$ cat src/rtl/alu_exec_unit.sv
// Multi-cycle ALU execution unit with valid/ready handshakes on both sides.
// Define ALU_FAST_SHIFT_EN to replace the one-bit-per-cycle shifter with a barrel shifter.
module alu_exec_unit #(
    parameter int DATA_WIDTH = 32
) (
    input  logic                  clk,
    input  logic                  reset,
    input  logic                  op_valid_i,
    output logic                  op_ready_o,
    input  logic [3:0]            alu_operation_i,
    input  logic [DATA_WIDTH-1:0] a_i,
    input  logic [DATA_WIDTH-1:0] b_i,
    output logic                  result_valid_o,
    input  logic                  result_ready_i,
    output logic [DATA_WIDTH-1:0] result_o,
    output logic                  zero_o,
    output logic                  branch_taken_o,
    output logic                  illegal_o
);

    localparam int SHW = $clog2(DATA_WIDTH);

`ifdef ALU_FAST_SHIFT_EN
    localparam bit FAST_SHIFT = 1'b1;
`else
    localparam bit FAST_SHIFT = 1'b0;
`endif

    localparam logic [3:0] OP_ADD = 4'b0000;
    localparam logic [3:0] OP_LUI = 4'b0001;
    localparam logic [3:0] OP_OR  = 4'b0010;
    localparam logic [3:0] OP_SLL = 4'b0011;
    localparam logic [3:0] OP_SRL = 4'b0100;
    localparam logic [3:0] OP_SUB = 4'b0101;
    localparam logic [3:0] OP_AND = 4'b0111;
    localparam logic [3:0] OP_XOR = 4'b1000;
    localparam logic [3:0] OP_BEQ = 4'b1001;
    localparam logic [3:0] OP_BNE = 4'b1010;
    localparam logic [3:0] OP_BLT = 4'b1011;
    localparam logic [3:0] OP_BGE = 4'b1100;

    typedef enum logic [1:0] {
        IDLE,
        SHIFT,
        DONE
    } state_e;

    state_e                state_q, state_d;
    logic [DATA_WIDTH-1:0] result_q, result_d;
    logic                  zero_q, zero_d;
    logic                  branch_q, branch_d;
    logic                  illegal_q, illegal_d;
    logic [SHW-1:0]        cnt_q, cnt_d;
    logic                  left_q, left_d;

    logic [SHW-1:0]        shamt;
    logic                  isShift;
    logic [DATA_WIDTH-1:0] calcResult;
    logic                  calcBranch;
    logic                  calcIllegal;
    logic [DATA_WIDTH-1:0] shiftedWork;

    assign shamt   = b_i[SHW-1:0];
    assign isShift = (alu_operation_i == OP_SLL) || (alu_operation_i == OP_SRL);

    // Single-cycle datapath; in the iterative build a shift only reaches here with shamt == 0.
    always_comb begin
        calcResult  = '0;
        calcBranch  = 1'b0;
        calcIllegal = 1'b0;
        case (alu_operation_i)
            OP_ADD: calcResult = a_i + b_i;
            OP_SUB: calcResult = a_i - b_i;
            OP_AND: calcResult = a_i & b_i;
            OP_OR:  calcResult = a_i | b_i;
            OP_XOR: calcResult = a_i ^ b_i;
            OP_SLL: calcResult = FAST_SHIFT ? (a_i << shamt) : a_i;
            OP_SRL: calcResult = FAST_SHIFT ? (a_i >> shamt) : a_i;
            OP_LUI: calcResult = b_i << 12;
            OP_BEQ: calcBranch = (a_i == b_i);
            OP_BNE: calcBranch = (a_i != b_i);
            OP_BLT: calcBranch = ($signed(a_i) < $signed(b_i));
            OP_BGE: calcBranch = ($signed(a_i) >= $signed(b_i));
            default: calcIllegal = 1'b1;
        endcase
    end

    assign shiftedWork = left_q ? (result_q << 1) : (result_q >> 1);

    always_comb begin
        state_d   = state_q;
        result_d  = result_q;
        zero_d    = zero_q;
        branch_d  = branch_q;
        illegal_d = illegal_q;
        cnt_d     = cnt_q;
        left_d    = left_q;
        case (state_q)
            IDLE: begin
                if (op_valid_i) begin
                    branch_d  = calcBranch;
                    illegal_d = calcIllegal;
                    if (!FAST_SHIFT && isShift && (shamt != '0)) begin
                        // result_q doubles as the working register while shifting
                        result_d = a_i;
                        cnt_d    = shamt;
                        left_d   = (alu_operation_i == OP_SLL);
                        state_d  = SHIFT;
                    end else begin
                        result_d = calcResult;
                        zero_d   = (calcResult == '0);
                        state_d  = DONE;
                    end
                end
            end
            SHIFT: begin
                result_d = shiftedWork;
                cnt_d    = cnt_q - 1'b1;
                if (cnt_q == SHW'(1)) begin
                    zero_d  = (shiftedWork == '0);
                    state_d = DONE;
                end
            end
            DONE: begin
                if (result_ready_i) begin
                    state_d = IDLE;
                end
            end
            default: state_d = IDLE;
        endcase
    end

    always_ff @(posedge clk or posedge reset) begin
        if (reset) begin
            state_q   <= IDLE;
            result_q  <= '0;
            zero_q    <= 1'b0;
            branch_q  <= 1'b0;
            illegal_q <= 1'b0;
            cnt_q     <= '0;
            left_q    <= 1'b0;
        end else begin
            state_q   <= state_d;
            result_q  <= result_d;
            zero_q    <= zero_d;
            branch_q  <= branch_d;
            illegal_q <= illegal_d;
            cnt_q     <= cnt_d;
            left_q    <= left_d;
        end
    end

    assign op_ready_o     = (state_q == IDLE);
    assign result_valid_o = (state_q == DONE);
    assign result_o       = result_q;
    assign zero_o         = zero_q;
    assign branch_taken_o = branch_q;
    assign illegal_o      = illegal_q;

endmodule
$ cat config.mk
export PLATFORM = sky130hd
export DESIGN_NAME = alu_exec_unit
export DESIGN_NICKNAME = d
export VERILOG_FILES = /design/src/rtl/alu_exec_unit.sv
export SDC_FILE = /design/constraint.sdc
export NUM_CORES = 1
export LEC_CHECK = 0
export CORE_MARGIN = 2
export CORE_UTILIZATION = 35
export CTS_CLUSTER_DIAMETER = 200
export DETAILED_ROUTE_END_ITERATION = 8
export PLACE_DENSITY_LB_ADDON = 0.2
export SETUP_SLACK_MARGIN = 0.2
export SLEW_MARGIN = 30
export SYNTH_ARGS = -nofsm -noshare
export SYNTH_HDL_FRONTEND = slang
export SYNTH_SLANG_ARGS = --single-unit
$ cat constraint.sdc
create_clock -name clk -period 2.5 [get_ports clk]
set_input_delay 0.5 -clock clk [delete_from_list [all_inputs] [get_ports clk]]
set_output_delay 0.5 -clock clk [all_outputs]
set_load 0.05 [all_outputs]
==> results of run 1 <==
[power groups by stage]
stage	logic, uW	registers, uW	clock network, uW
after floorplan	1860	2150	0
after global placement	4720	1400	0
after detailed placement	4770	1410	0
after CTS	5240	1400	779
after global routing	5840	1450	796
final	5520	1410	777
[area by class of cell]
type | instances | area, um^2
sequential | 43 | 1080
tap | 319 | 399
clock inverter | 2 | 35.0
timing repair buffer | 604 | 4980
multi-input combinational | 918 | 8290
fill | 2066 | 8010
inverter | 108 | 469
clock buffer | 6 | 139
[kinds of logic after synthesis]
family	after synthesis	share of synthesized area [%]
xor+xnor	3	0.316
mux	40	4.87
flops	43	13.0
compound gates	397	34.2
simple gates	370	22.7
fa+ha+maj	108	16.4
buf+inv	178	8.50
[cell usage in the layout, fill, tap and decap left out, drive strengths merged, types with 11 or more instances in the layout]
cell	instances
a221o	36
inv	106
mux2i	37
and3	13
a31oi	14
clkdlybuf4s50	54
a211oi	19
nor4	23
buf	522
o221ai	18
dfrtp	43
nand2b	12
or3	11
nand4	12
o211ai	12
ha	106
nand2	81
nor2	107
a221oi	13
a21oi	89
clkbuf	13
dlygate4sd2	17
o21ai	78
nand3	27
o31ai	13
nor3	30
[registers in the layout (all words and copies together) (netlist names)]
| name | cells |
|---|---|
| result_o | 32 |
| cnt_q | 5 |
| state_q | 2 |
| branch_taken_o | 1 |
| illegal_o | 1 |
| left_q | 1 |
| zero_o | 1 |
[Yosys cell counts (all sizes together) (27+ instances only)]
cell type | n | share of area [%]
a221o | 36 | 4.3
inv | 108 | 4.9
o21ai | 78 | 4.8
ha | 106 | 16
nand2 | 81 | 3.7
nor3 | 30 | 1.8
nor2 | 107 | 4.9
clkbuf | 46 | 2.1
mux2i | 37 | 4.5
a21oi | 89 | 5.4
nand3 | 27 | 1.6
dfrtp | 43 | 13
[metal layers]
layer / up-vias / share of wire, %
li1: 5359 / -
met1: 5497 / 44
met5: - / 0.032
met2: 525 / 45
met4: 2 / 3.3
met3: 86 / 8.0
[stage by stage]
| step | area (um^2) | hold WS (ns) | worst slack (ns) | instances | util (%) |
|---|---|---|---|---|---|
| floorplan | 8840 | 0.498 | -0.877 | 1139 | - |
| global placement | 13200 | 0.502 | -1.97 | 1917 | 56.2 |
| detailed placement | 13200 | 0.498 | -2.00 | 1917 | 56.2 |
| CTS | 14900 | 0.513 | -1.04 | 1977 | 63.6 |
| global route | 15400 | 0.528 | -1.25 | 2000 | 65.8 |
| finish | 15400 | 0.514 | -1.11 | 2000 | 65.8 |
[critical path, cell delays in order]
cell and delay [ns]:
buf_6 0.09, buf_8 0.12, inv_12 0.05, ha_4 0.19
nor4_4 0.36, o2111ai_2 0.19, and3b_2 0.28, buf_6 0.12
a31o_4 0.25, a311oi_2 0.27, a31oi_1 0.10, a311oi_1 0.26
buf_4 0.16, nand4_1 0.17, nor4_2 0.33, nand4_1 0.14
o41ai_2 0.22
[worst paths after layout]
path                       slack (ns)           start              to
setup / recovery                -1.11         b_i[10]          zero_o
hold / removal                   0.51  branch_taken_o  branch_taken_o
setup reg to reg                -0.47        cnt_q[1]          zero_o
hold reg to reg                  0.51  branch_taken_o  branch_taken_o
max in group asynchronous        1.45           reset        cnt_q[1]
min in group asynchronous        0.65           reset    result_o[25]
[repair_timing]
action / 4_1_cts / 5_1_grt
endpoints found under the setup margin: 35 / 31
resized for setup: 434 / 101
pin swaps: 96 / 70
endpoints found under the hold margin: 0 / 0
setup buffers: 52 / 23
==> results.sh, run 1 <==
export IMPL_max_freq_mhz=277
export IMPL_rsz0062_at_grt="yes"
export IMPL_ant_nets=0
export IMPL_pwr_share_seq_pct=18.3
export IMPL_ys_seq_area_share_pct=13.0
export IMPL_area_growth_pct=85.3
export IMPL_finalSetupViolations=24
export IMPL_holdCritPathClass="reg2reg"
export IMPL_synth_flop_cell="dfrtp_1"
export IMPL_routed_wirelength_mm=41.2
export IMPL_grt_met2_usage_pct=50.9
export IMPL_finalSetupTns_ns=-13.40
export IMPL_vias=11500
export IMPL_num_rows=56
export IMPL_h_tree_depth=2
export IMPL_hold_depth=2
export IMPL_antenna_diode_count=0
export IMPL_p_clk_share_pct=10.1
export IMPL_grt_use_total_pct=31.7
export IMPL_clk_latency_ns=0.29
export IMPL_switching_share_pct=48.7
export IMPL_grt_pass1_wl_mm=61.2
export IMPL_ys_ff_latch=43
export IMPL_synth_avg_cell_area_um2=7.29
export IMPL_avgViaCountPerCell=5.73
export IMPL_dp_hpwl_mm=32.0
export IMPL_grt_max_degree=44
export IMPL_violations="negative setup slack"
export IMPL_maxSlewViolCount=0
export IMPL_cts_hold_repair_buffers=0
export IMPL_start_util_pct=35.5
export IMPL_post_route_period_util_pct=144
export IMPL_cp_end_kind="flop"
export IMPL_first_iter_violations=1093
export IMPL_syn_inst=1139
export IMPL_die_y_um=158
export IMPL_worstPathRequired_ns=2.69
export IMPL_skew_ns=0.00435
export IMPL_grt_busiest_layer="met2"
export IMPL_clk_pin_slew_ns=0.06
export IMPL_synth_edff_count=0
export IMPL_gp_congestion=0.995
export IMPL_grt_pass1_vias=10900
export IMPL_setup_slack_ns=-1.11
export IMPL_nets=1860
export IMPL_core_area_mm2=0.0234
export IMPL_r2r_cells=13
export IMPL_io_buffers=108
export IMPL_max_slew_worst_pin_slew_ns=0.707
export IMPL_die_w_um=158
export IMPL_numClockSinks=43
export IMPL_grt_overflow_total=0
export IMPL_internal_power_uw=3950
export IMPL_post_route_min_period_ns=3.61
export IMPL_gr_usage_met3_pct=5.37
export IMPL_drive_gt1_share_pct=50.1
export IMPL_crit_arrival_ns=3.79
export IMPL_peakVddDrop_v=0.000685
export IMPL_status="finished with violations"
export IMPL_cts_tree="yes"
export IMPL_route_detailed_drc=0
export IMPL_clockBufferDepth=2
export IMPL_p_switching_uw=3750
export IMPL_ys_async_sr_fraction_pct=100
export IMPL_hold_violations=0
export IMPL_slew_headroom_pct=52.8
export IMPL_numCtsBuffers=5
export IMPL_cp_max_fo=3
export IMPL_power_uw=7700
export IMPL_cts_root_buf="clkbuf_16"
export IMPL_comb_power_share_pct=71.6
export IMPL_die_area_mm2=0.0250
export IMPL_use_met1_pct=43.3
export IMPL_p_per_area_mw_per_mm2=501
export IMPL_drv_cap=0
export IMPL_io_pins=109
export IMPL_netlist_area_mm2=0.00831
export IMPL_drt_pass1_iterations=6
export IMPL_synthDistinctLibCells=94
export IMPL_yosysWarnings=0
export IMPL_path_class="in2reg"
export IMPL_syn_nets=1319
export IMPL_antenna_found_initial=1
export IMPL_cellLeakagePower_uw=0.00690
export IMPL_critical_path_startpoint_type="input port"
export IMPL_post_drt_wl_per_cell_um=20.6
Note: power is estimated with default switching activity, not from simulation.
==> run 2: changes to the inputs <==
--- a/config.mk
+++ b/config.mk
@@ -9,7 +9,6 @@
 export CORE_UTILIZATION = 35
 export CTS_CLUSTER_DIAMETER = 200
 export DETAILED_ROUTE_END_ITERATION = 8
-export PLACE_DENSITY_LB_ADDON = 0.2
 export SETUP_SLACK_MARGIN = 0.2
 export SLEW_MARGIN = 30
 export SYNTH_ARGS = -nofsm -noshare
==> run 2 against run 1 <==
Against the previous run: the run still ends with negative setup slack left; worst setup slack better by 0.080 ns; clock power shrank 19%; die area stayed put; combinational power increased by 3%; largest cell class unchanged; first-iteration DRC count rose by 4.2%; sequential share of layout area shrank 0.22 points; flip-flop and latch count unchanged; critical path type unchanged.
==> results.sh, run 2 (synthesis gave the netlist of run 1 again) <==
export IMPL_largest_reg_flops=32
export IMPL_post_route_period_util_pct=141
export IMPL_grt_pass1_wl_mm=62.8
export IMPL_pre_cts_ws_ns=-2.03
export IMPL_status="finished with violations"
export IMPL_drv_cap=0
export IMPL_route_detailed_drc=0
export IMPL_nets=1874
export IMPL_met3_length_mm=4.12
export IMPL_path_class="in2reg"
export IMPL_holdWs_ns=0.511
export IMPL_die_y_um=158
export IMPL_crit_arrival_ns=3.72
export IMPL_ant_nets=0
export IMPL_grt_max_degree=44
export IMPL_hold_violations=0
export IMPL_first_iter_violations=1139
export IMPL_cellLeakagePower_uw=0.00702
export IMPL_layout_common_cells="431 x buf_4, 86 x nor2_1, 78 x buf_6"
export IMPL_antenna_found_initial=1
export IMPL_dp_hpwl_mm=31.7
export IMPL_critical_path_startpoint_type="input port"
export IMPL_violations="negative setup slack"
export IMPL_internal_power_uw=3900
export IMPL_drive_gt1_share_pct=51.8
export IMPL_start_util_pct=35.5
export IMPL_cp_common_cell="buf_6"
export IMPL_worstPathCellList="buf_6, buf_6, inv_12, ha_4, buf_6, nor4_4, buf_4, buf_6, o211ai_4, buf_6, a31o_4, a311oi_2, a31oi_1, a311oi_1, nand4_1, nor4_4, nand4_1, o41ai_2"
export IMPL_cts_root_buf="clkbuf_16"
export IMPL_max_freq_mhz=284
export IMPL_finalSetupViolations=25
export IMPL_grt_use_total_pct=32.5
export IMPL_peakVddDrop_v=0.000600
export IMPL_fillerInstances=1908
export IMPL_cts_tree="yes"
export IMPL_numClockSinks=43
export IMPL_post_drt_wl_per_cell_um=20.9
export IMPL_die_area_mm2=0.0250
export IMPL_post_route_min_period_ns=3.53
export IMPL_grt_pass1_vias=11300
export IMPL_crit_path_max_incr_delay_ns=0.39
export IMPL_seq_area_mm2=0.00108
export IMPL_switching_share_pct=49.4
export IMPL_rsz0062_at_grt="yes"
export IMPL_wl_met2_mm=18.7
export IMPL_pwr_share_seq_pct=18.2
export IMPL_numCtsBuffers=5
export IMPL_io_pins=109
export IMPL_clockBufferDepth=2
export IMPL_clk_latency_ns=0.29
export IMPL_critPathSlowestCell="nor4_4"
export IMPL_worstPathRequired_ns=2.69
export IMPL_clk_pin_slew_ns=0.06
export IMPL_vias=11700
export IMPL_area_growth_pct=91.2
export IMPL_cp_end_kind="flop"
export IMPL_maxSlewViolCount=0
export IMPL_p_switching_uw=3800
export IMPL_routed_wirelength_mm=42.1
export IMPL_num_rows=56
export IMPL_grt_overflow_total=0
export IMPL_die_w_um=158
export IMPL_drt_pass1_iterations=6
export IMPL_max_slew_worst_pin_slew_ns=0.713
export IMPL_comb_power_share_pct=73.6
export IMPL_avgViaCountPerCell=5.80
export IMPL_multiInputGateArea_mm2=0.00854
export IMPL_gp_congestion=0.985
export IMPL_holdCritPathClass="reg2reg"
export IMPL_p_per_area_mw_per_mm2=485
export IMPL_slew_headroom_pct=52.4
export IMPL_cp_max_fo=3
export IMPL_mostFrequentLayoutCell="buf_4"
export IMPL_skew_ns=0.00438
export IMPL_route_top_layer_used="met4"
export IMPL_io_buffers=108
export IMPL_h_tree_depth=2
export IMPL_setup_slack_ns=-1.03
export IMPL_core_area_mm2=0.0234
export IMPL_p_clk_share_pct=8.2
export IMPL_drt_met1_wl_mm=17.7
## run 2: path summary, 6_finish.rpt
check	from	endpoint	slack (ns)	cells past startpoint
worst max-delay path	b_i[10]	zero_o	-1.03	18
worst min-delay path	branch_taken_o	branch_taken_o	0.51	2
worst max register to register	cnt_q[1]	zero_o	-0.45	14
worst min register to register	branch_taken_o	branch_taken_o	0.51	2
max in group asynchronous	reset	cnt_q[0]	1.45	3
min in group asynchronous	reset	result_o[26]	0.66	3
## run 2: metrics by stage
step / area, um^2 / util [%] / TNS, ns / power (uW) / std cells
6_report: 15900 / 67.9 / -14.74 / 7710 / 2015
5_1_grt: 15900 / 67.9 / -16.70 / 8110 / 2014
4_1_cts: 15200 / 65.0 / -12.36 / 7370 / 1992
3_5_place_dp: 13100 / 56.1 / -41.10 / 6160 / 1915
3_3_place_gp: 13100 / 56.1 / -40.17 / 6110 / 1915
2_1_floorplan: 8840 / - / -6.30 / 4010 / 1139
## run 2: timing repair
action	CTS	global route
gates cloned	1	0
setup buffers	68	22
pin swaps	121	70
hold buffers	0	0
endpoints found under the setup margin	35	31
resized for setup	483	119
## run 2: cell type report
cell class | count | share of cell area, %
multi-input combinational | 918 | 53.7
timing repair buffer | 618 | 33.1
inverter | 108 | 2.97
clock buffer | 7 | 0.835
sequential | 43 | 6.78
clock inverter | 1 | 0.0315
antenna | 1 | 0.0158
tap | 319 | 2.51
## run 2: routing by layer
metal | global-route usage [%] | vias up
met4 | 12.0 | 0
met5 | 0 | -
met3 | 7.17 | 108
met2 | 51.2 | 575
li1 | - | 5383
met1 | 43.5 | 5618
## run 2: critical path: cells and delay by family
family | cells | cell delay, ns
buffers and inverters | 7 | 0.79
AOI/OAI and AO/OA | 6 | 1.13
and+or+nand+nor | 4 | 1.10
adders and majority gates | 1 | 0.20
## run 2: power by group through the flow
stage                     clock, uW  combinational, uW  sequential (uW)
final                           632               5670             1400
after floorplan                   0               1860             2150
after detailed placement          0               4750             1410
after CTS                       641               5330             1400
after global placement            0               4710             1400
after global routing            665               6000             1450
